[src/rtl/conv2_window_buf_if.sv]
// Stream bundle between the pool1 output, the conv2 window buffer and the
// conv2 XNOR/popcount calculator.
//
// Handshake: valid-only, no ready. A pixel is transferred on every rising clk
// edge where valid_in=1. A window is presented for exactly the cycle where
// valid_out_buf=1. The consumer must take it in that cycle because nothing
// stalls. pixel_windows holds its value on cycles with valid_out_buf=0.
interface conv2_window_buf_if #(
  parameter int NUM_CH = 8
);
  logic                  valid_in;
  logic [NUM_CH-1:0]     pixel_in;
  logic [9*NUM_CH-1:0]   pixel_windows;
  logic                  valid_out_buf;
  logic                  frame_done;

  // Producer side: drives pixels and observes windows.
  modport master (
    output valid_in,
    output pixel_in,
    input  pixel_windows,
    input  valid_out_buf,
    input  frame_done
  );

  // Window buffer side: accepts pixels and produces windows.
  modport slave (
    input  valid_in,
    input  pixel_in,
    output pixel_windows,
    output valid_out_buf,
    output frame_done
  );
endinterface

[src/rtl/conv2_window_buf.sv]
// Two-line buffer plus 3x3 shift window for the conv2 stage. Raster pixels of
// NUM_CH binary channels come in, and every full 3x3xNUM_CH neighbourhood goes
// out as one registered word. Bit ch*9 + wr*3 + wc holds channel ch at window
// row wr and window column wc. Row 0 and column 0 are the oldest.
module conv2_window_buf #(
  parameter int IMG_W  = 13,
  parameter int IMG_H  = 13,
  parameter int NUM_CH = 8
) (
  input  logic                clk,
  input  logic                rst_n,
  conv2_window_buf_if.slave   bus
);

  localparam int CW = (IMG_W > 1) ? $clog2(IMG_W) : 1;
  localparam int RW = (IMG_H > 1) ? $clog2(IMG_H) : 1;
  localparam int WIN_W = 9 * NUM_CH;

  localparam logic [CW-1:0] COL_LAST = CW'(IMG_W - 1);
  localparam logic [RW-1:0] ROW_LAST = RW'(IMG_H - 1);
  localparam logic [CW-1:0] COL_TWO  = CW'(2);
  localparam logic [RW-1:0] ROW_TWO  = RW'(2);

  // Raster position of the pixel being accepted this cycle.
  logic [CW-1:0] col;
  logic [RW-1:0] row;

  // Line buffers. lb_top holds row r-2 and lb_mid holds row r-1 at each column.
  logic [NUM_CH-1:0] lb_top [IMG_W];
  logic [NUM_CH-1:0] lb_mid [IMG_W];

  // Window shift register. Index 0 is column c-2 and index 2 is column c.
  logic [NUM_CH-1:0] w_top [3];
  logic [NUM_CH-1:0] w_mid [3];
  logic [NUM_CH-1:0] w_bot [3];

  // Window contents after this cycle's shift, used for both update and output.
  logic [NUM_CH-1:0] n_top [3];
  logic [NUM_CH-1:0] n_mid [3];
  logic [NUM_CH-1:0] n_bot [3];
  logic [WIN_W-1:0]  win_next;

  logic accept;
  logic col_wrap;
  logic frame_wrap;
  logic emit;

  // Reset is handled inside every state block, so it also overrides a
  // coincident valid_in.
  assign accept     = bus.valid_in;
  assign col_wrap   = (col == COL_LAST);
  assign frame_wrap = col_wrap && (row == ROW_LAST);
  // Only positions with two full rows and two full columns behind them form a
  // window. Columns 0 and 1 of each row just refill the shift register.
  assign emit       = accept && (row >= ROW_TWO) && (col >= COL_TWO);

  // Raster counters advance once per accepted pixel and wrap at frame end.
  always_ff @(posedge clk) begin
    if (!rst_n) begin
      col <= '0;
      row <= '0;
    end else if (accept) begin
      if (col_wrap) begin
        col <= '0;
        row <= frame_wrap ? '0 : row + RW'(1);
      end else begin
        col <= col + CW'(1);
      end
    end
  end

  // Line buffers age one row per accept. They need no reset because rows 0
  // and 1 are rewritten before any window can be emitted.
  always_ff @(posedge clk) begin
    if (rst_n && accept) begin
      lb_top[col] <= lb_mid[col];
      lb_mid[col] <= bus.pixel_in;
    end
  end

  // Next window: shift left by one column and append the new column, formed
  // from the two line buffers and the incoming pixel.
  always_comb begin
    n_top[0] = w_top[1];
    n_top[1] = w_top[2];
    n_top[2] = lb_top[col];
    n_mid[0] = w_mid[1];
    n_mid[1] = w_mid[2];
    n_mid[2] = lb_mid[col];
    n_bot[0] = w_bot[1];
    n_bot[1] = w_bot[2];
    n_bot[2] = bus.pixel_in;
  end

  // Pack the next window channel-major with 9 row-major bits per channel.
  always_comb begin
    win_next = '0;
    for (int ch = 0; ch < NUM_CH; ch++) begin
      for (int wc = 0; wc < 3; wc++) begin
        win_next[ch*9 + 0 + wc] = n_top[wc][ch];
        win_next[ch*9 + 3 + wc] = n_mid[wc][ch];
        win_next[ch*9 + 6 + wc] = n_bot[wc][ch];
      end
    end
  end

  // The window shift register moves on every accept, including columns 0 and
  // 1 where no window is emitted.
  always_ff @(posedge clk) begin
    if (rst_n && accept) begin
      for (int i = 0; i < 3; i++) begin
        w_top[i] <= n_top[i];
        w_mid[i] <= n_mid[i];
        w_bot[i] <= n_bot[i];
      end
    end
  end

  // Output register: one-cycle pulses, and the window holds between pulses.
  always_ff @(posedge clk) begin
    if (!rst_n) begin
      bus.valid_out_buf <= 1'b0;
      bus.frame_done    <= 1'b0;
      bus.pixel_windows <= '0;
    end else begin
      bus.valid_out_buf <= emit;
      bus.frame_done    <= emit && frame_wrap;
      if (emit) begin
        bus.pixel_windows <= win_next;
      end
    end
  end

endmodule

[src/flat_wrapper.sv]
// flat-port wrapper written by rule: the top's interface ports become plain ports
module conv2_window_buf_flat 
#(
  parameter int IMG_W  = 13,
  parameter int IMG_H  = 13,
  parameter int NUM_CH = 8
)
  (clk, rst_n, bus_valid_in, bus_pixel_in, bus_pixel_windows, bus_valid_out_buf, bus_frame_done);
  conv2_window_buf_if #(.NUM_CH(NUM_CH)) bus_i ();
  input  logic clk;
  input  logic rst_n;
  input wire logic [$bits(bus_i.valid_in)-1:0] bus_valid_in;
  input wire logic [$bits(bus_i.pixel_in)-1:0] bus_pixel_in;
  output wire logic [$bits(bus_i.pixel_windows)-1:0] bus_pixel_windows;
  output wire logic [$bits(bus_i.valid_out_buf)-1:0] bus_valid_out_buf;
  output wire logic [$bits(bus_i.frame_done)-1:0] bus_frame_done;
  assign bus_i.valid_in = bus_valid_in;
  assign bus_i.pixel_in = bus_pixel_in;
  assign bus_pixel_windows = bus_i.pixel_windows;
  assign bus_valid_out_buf = bus_i.valid_out_buf;
  assign bus_frame_done = bus_i.frame_done;
  conv2_window_buf #(.IMG_W(IMG_W), .IMG_H(IMG_H), .NUM_CH(NUM_CH)) u_core (.clk(clk), .rst_n(rst_n), .bus(bus_i));
endmodule
[config.mk]
export PLATFORM = sky130hd
export DESIGN_NAME = conv2_window_buf_flat
export DESIGN_NICKNAME = d
export VERILOG_FILES = /design/src/rtl/conv2_window_buf_if.sv /design/src/rtl/conv2_window_buf.sv /design/src/flat_wrapper.sv
export SDC_FILE = /design/constraint.sdc
export NUM_CORES = 1
export LEC_CHECK = 0
export CAP_MARGIN = 10
export CELL_PAD_IN_SITES_DETAIL_PLACEMENT = 2
export CELL_PAD_IN_SITES_GLOBAL_PLACEMENT = 2
export CORE_MARGIN = 8
export CORE_UTILIZATION = 24
export CTS_CLUSTER_DIAMETER = 60
export CTS_CLUSTER_SIZE = 28
export DETAILED_ROUTE_END_ITERATION = 12
export GPL_TIMING_DRIVEN = 0
export MAX_ROUTING_LAYER = met4
export PLACE_DENSITY_LB_ADDON = 0.08
export SLEW_MARGIN = 20
export SYNTH_ARGS = -nofsm -noshare
export SYNTH_HDL_FRONTEND = slang
export SYNTH_SLANG_ARGS = --single-unit
[constraint.sdc]
create_clock -name clk -period 3.6 [get_ports clk]
set_input_delay 0.54 -clock clk [delete_from_list [all_inputs] [get_ports clk]]
set_output_delay 0.54 -clock clk [all_outputs]
set_load 0.01 [all_outputs]
==> Yosys cells after proc, flatten, opt, wreduce, memory -nomap -nowiden <==
Memories as Yosys holds them, arrays and structs flattened. A register that Yosys moved wholly into a read port is not among the register bits.
Index checks and enable logic that the tools add are counted.
{ "classes": {"addsub": 2, "mul": 0, "n_div": 0, "magnitude_cmp": 2, "n_eq_ne": 2, "shift": 0, "muxes": 8, "bitwise_logic": 0, "n_reduce_logical": 6} }
{ "op_table": {"columns": ["op", "n"], "rows": [
  ["$mux W4", 6],
  ["$add A4 B1 Y4 const B", 2],
  ["$eq A4 B4 Y1 const B", 2],
  ["$ge A4 B2 Y1 const B", 2],
  ["$logic_and A1 B1 Y1", 5],
  ["$mux W1", 2],
  ["$reduce_and A2 Y1", 1]
]} }
{ "word_totals": {"ff_bits": 82, "latch_bits": 0, "ram_bits": 280, "rom_bits": 0, "input_bits": 11, "elab_cells": 30, "mem_count": 5} }
{ "mem_list": {"columns": ["name", "words", "width", "rd", "rd_ports_with_merged_regs", "write_ports", "line_no", "rtl"], "rows": [
  ["u_core.lb_mid", 13, 8, 1, 1, 1, "conv2_window_buf.sv:30", "logic [NUM_CH-1:0] lb_mid [IMG_W];"],
  ["u_core.lb_top", 13, 8, 1, 1, 1, "conv2_window_buf.sv:29", "logic [NUM_CH-1:0] lb_top [IMG_W];"],
  ["u_core.w_bot", 3, 8, 2, 0, 3, "conv2_window_buf.sv:35", "logic [NUM_CH-1:0] w_bot [3];"],
  ["u_core.w_mid", 3, 8, 2, 0, 3, "conv2_window_buf.sv:34", "logic [NUM_CH-1:0] w_mid [3];"],
  ["u_core.w_top", 3, 8, 2, 0, 3, "conv2_window_buf.sv:33", "logic [NUM_CH-1:0] w_top [3];"]
]} }

==> Longest topological paths before layout <==
{ "depth": {"depth_word": 4, "ltp_mapped": 8, "mapped_depth_nobuf": 5} }

==> Worst setup path after synthesis <==
Ideal clock, no wire load.
{ "synth_path": {"path_kind": "input to register", "start": "in bus_valid_in", "end": "mem u_core.lb_mid[2][0], enable pin", "setup_ps": 409, "arrival_time_ps": 3363, "required_ps": 3191, "slack_ps": -172, "cell_stages": 4, "path_buffers": 1, "cell_sequence": "buf_2 and2_1 nand2_1 nor3_1"} }
{ "synth_via": {"elab_chain_len": 3} }
{ "synth_rtl": {"columns": ["item", "line_no", "rtl"], "rows": [
  ["start: declaration", "flat_wrapper.sv:12", "input wire logic [$bits(bus_i.valid_in)-1:0] bus_valid_in;"],
  ["$logic_and A1 B1 Y1", "conv2_window_buf.sv:75", "if (rst_n && accept) begin"],
  ["$mux W1", "conv2_window_buf.sv:75", null],
  ["$mux W1 (implied by the code)", "conv2_window_buf.sv:77", "lb_mid[col] <= bus.pixel_in;"],
  ["end: declaration", "conv2_window_buf.sv:30", null]
]} }
Every way passes these cells.

==> Worst setup path after layout <==
{ "layout_path": {"start": "in rst_n", "end": "mem u_core.lb_mid[1][6], enable pin"} }
{ "layout_via": {"elab_chain_len": 3} }
{ "layout_rtl": {"columns": ["item", "line_no", "rtl"], "rows": [
  ["start: declaration", "flat_wrapper.sv:11", "input logic rst_n;"],
  ["$logic_and A1 B1 Y1", "conv2_window_buf.sv:75", null],
  ["$mux W1", "conv2_window_buf.sv:75", null],
  ["$mux W1 (implied by the code)", "conv2_window_buf.sv:77", null]
]} }
Every way passes these cells.

==> reports/summary.txt <==
Synth warn: 0
CTS max path bufs: 3
Number of I/O port buffers: 83
Syn Std Cell Area: 13100 sq um
Startpoint type of the worst setup path: input port
Crit-path slowest cell: and2_4
Cells on Worst Hold Path: 3
Vias in the first global route: 8468
Placed cells: 1594
Die area: 62200 sq um
Syn nets: 819
Share of the yosys chip area belonging to registers: 72.0%
Root buf cell: clkbuf_16
Most common cell after layout, fill and taps aside: edfxtp_1
Most frequent cells in the layout: edfxtp_1 (256), a21oi_1 (97), dfxtp_1 (86), clkdlybuf4s50_1 (83), nand3_1 (60)
Outcome: complete, no violations
Hold/Removal Path Class: input port to flop
Routed WL per cell: 24.3 um
Synth Area per Inst: 16.3 sq um
Flops & latches, synth: 342
Crit Path Max Fanout: 50
Pin count of the biggest net entering global routing: 51
FF-to-FF path depth: 5
Congestion Overflow GR: 0
Place WS: -0.0367 ns
Fillers: 5540
CP max stage delay: 0.67 ns
Cell mode on critical path: buf_6
CTS Hold Buffers Added: 0
Post-route cell area: 16300 sq um
Initial antenna violation count: 0
Post-route antenna net violation count: 0
Crit. End Element: flop
RSZ-0062 raised after global routing: no
Post-synth ARST share: 0%
Critical Path RT: 3.86 ns
Final worst slack: 0.720 ns
Max-Cap Viols: 0
DR pass1 iterations: 5
Post-route non-filler standard cell count: 1663
Synth unique cells: 40
Critical-path cell list: clkdlybuf4s50_1 -> and2_4 -> nand2_1 -> nor3_2 -> buf_6 -> buf_6
Final routed DRC violation total: 0
Die X: 249 um
Most used DFF post-synth: edfxtp_1
Worst Path Class, Setup: input port to flop
H-tree levels: 2
Skew final: 0.0224 ns
Leak: 4.96 nW
Part of the cycle the worst path needs: 80.0%
DP HPWL: 27500 um
Share of cells above drive strength 1: 22.4%
PwrDens: 545 nW/um^2
Register Area: 9410 sq um
Sink Count: 342
Initial DRC count: 367
EDFF count, synth: 256
Max-slew headroom: 37.2%
Initial Utilization: 24.3%
Post-Synthesis Cells: 801
Post-CTS Resized: 0
Slew of the pin with the lowest slew margin: 0.941 ns
CTS clk-pin slew, worst paths: 0.06 ns
Std-Cell Rows: 85
VDD IR max: 0.280 mV
Num CTS Buffers: 37
Final wirelength: 40500 um
# setup viols final: 0
Final hold violation count: 0
Core Region: 53800 sq um
Vias/cell: 4.56
Area occupied by multi-input gates: 3370 sq um
Max Transition Viols Final: 0
Arrival @ worst endpoint: 3.14 ns
I/O pin cnt: 85
Global Route Usage Sum: 13.4%
Vias post-DR: 7590
Fmax: 347 MHz
Crit path time final: 2.88 ns
Placed cell area: 15000 sq um
CTS tree: built
Layout area overhead: 24.7%
Post-CTS Repair Setup Buffers: 0
Chip height: 249 um
Worst-Skew Late Latency: 0.55 ns
Final Wtd Congestion: 0.691
First-pass GRT wire length: 60700 um
Fin nets: 955
cells in the mapped netlist, types with 2 or more instances:
| master | n | area share [%] |
|---|---|---|
| a2111oi_0 | 4 | 0.27 |
| a2111oi_1 | 15 | 1.1 |
| a2111oi_2 | 13 | 1.5 |
| a21bo_2 | 16 | 1.2 |
| a21oi_1 | 105 | 4.0 |
| and3_1 | 3 | 0.14 |
| buf_1 | 4 | 0.11 |
| buf_2 | 20 | 0.77 |
| buf_4 | 7 | 0.40 |
| buf_6 | 7 | 0.60 |
| clkbuf_1 | 23 | 0.66 |
| dfxtp_1 | 86 | 13 |
| edfxtp_1 | 256 | 59 |
| ha_1 | 7 | 0.67 |
| inv_1 | 8 | 0.23 |
| mux2i_1 | 17 | 1.3 |
| mux4_2 | 48 | 8.3 |
| nand2_1 | 5 | 0.14 |
| nand2b_1 | 2 | 0.096 |
| nand3_1 | 60 | 2.3 |
| nand4_1 | 2 | 0.096 |
| nor2_1 | 13 | 0.37 |
| nor3_1 | 6 | 0.23 |
| o21ai_0 | 57 | 2.2 |
| xor2_1 | 2 | 0.13 |
report_power, final:
part	switching [mW]	leakage, nW	internal, mW
clock network	1.73	0.615	2.26
registers	0.0239	3.02	4.34
logic	0.364	1.33	0.168
sequential cells by signal, indices dropped and copies added, names as in the netlist, 4 cells and up, named ones only:
signal,count
u_core.w_mid,16
u_core.row,4
u_core.w_top,16
u_core.bus.pixel_windows,72
u_core.lb_mid,104
u_core.lb_top,104
u_core.w_bot,16
u_core.col,4
final cells by class:
type	instances	share of cell area [%]
Antenna cell	1	0.0153
Buffer	63	2.26
Timing Repair Buffer	97	6.07
Multi-Input combinational cell	388	20.6
Tap cell	696	5.34
Inverter	8	0.184
Clock inverter	25	1.66
Clock buffer	43	6.14
Sequential cell	342	57.7
critical path, delay by kind of cell:
kind                   cells  cell delay (ns)
buffers and inverters      3             1.06
and+or+nand+nor            3             1.52
final timing paths:
path / slack [ns] / endpoint / startpoint
worst min-delay path: 0.45 / u_core.col[0]$_SDFFE_PN0P_ / bus_valid_in
worst max-delay path: 0.72 / u_core.lb_mid[1][6]$_DFFE_PP_ / rst_n
worst min register to register: 0.45 / u_core.w_bot[1][1]$_DFFE_PP_ / u_core.w_bot[2][1]$_DFFE_PP_
worst max register to register: 0.89 / u_core.w_mid[2][5]$_DFFE_PP_ / flop
stage by stage:
stage	setup TNS (ns)	hold WS (ns)	total power, mW	utilization, %
2_1_floorplan	0	0.426	4.74	-
5_1_grt	0	0.455	9.25	30.3
3_5_place_dp	-0.320	0.436	5.00	27.9
3_3_place_gp	-184.82	0.432	4.98	27.5
6_report	0	0.450	8.89	30.3
4_1_cts	0	0.410	9.07	30.3
per-layer routing:
layer / global-route usage, % / up-vias / share of wire, %
met4: 2.81 / 0 / 1.6
met2: 21.0 / 104 / 47
met1: 17.9 / 3972 / 48
met3: 2.56 / 45 / 3.4
met5: - / - / 0
li1: - / 3469 / -
kinds of logic (layout without fill, tap and decap cells):
logic type,count (synthesis),after routing,share of synthesized area (%)
flops,342,342,72.0
compound gates,217,217,10.8
simple gates,96,96,3.69
buf+inv,71,236,3.04
mux,65,65,9.57
fa+ha+maj,7,7,0.670
xor+xnor,3,3,0.201
other cells,0,1,0
Note: power is estimated with default switching activity, not from simulation.
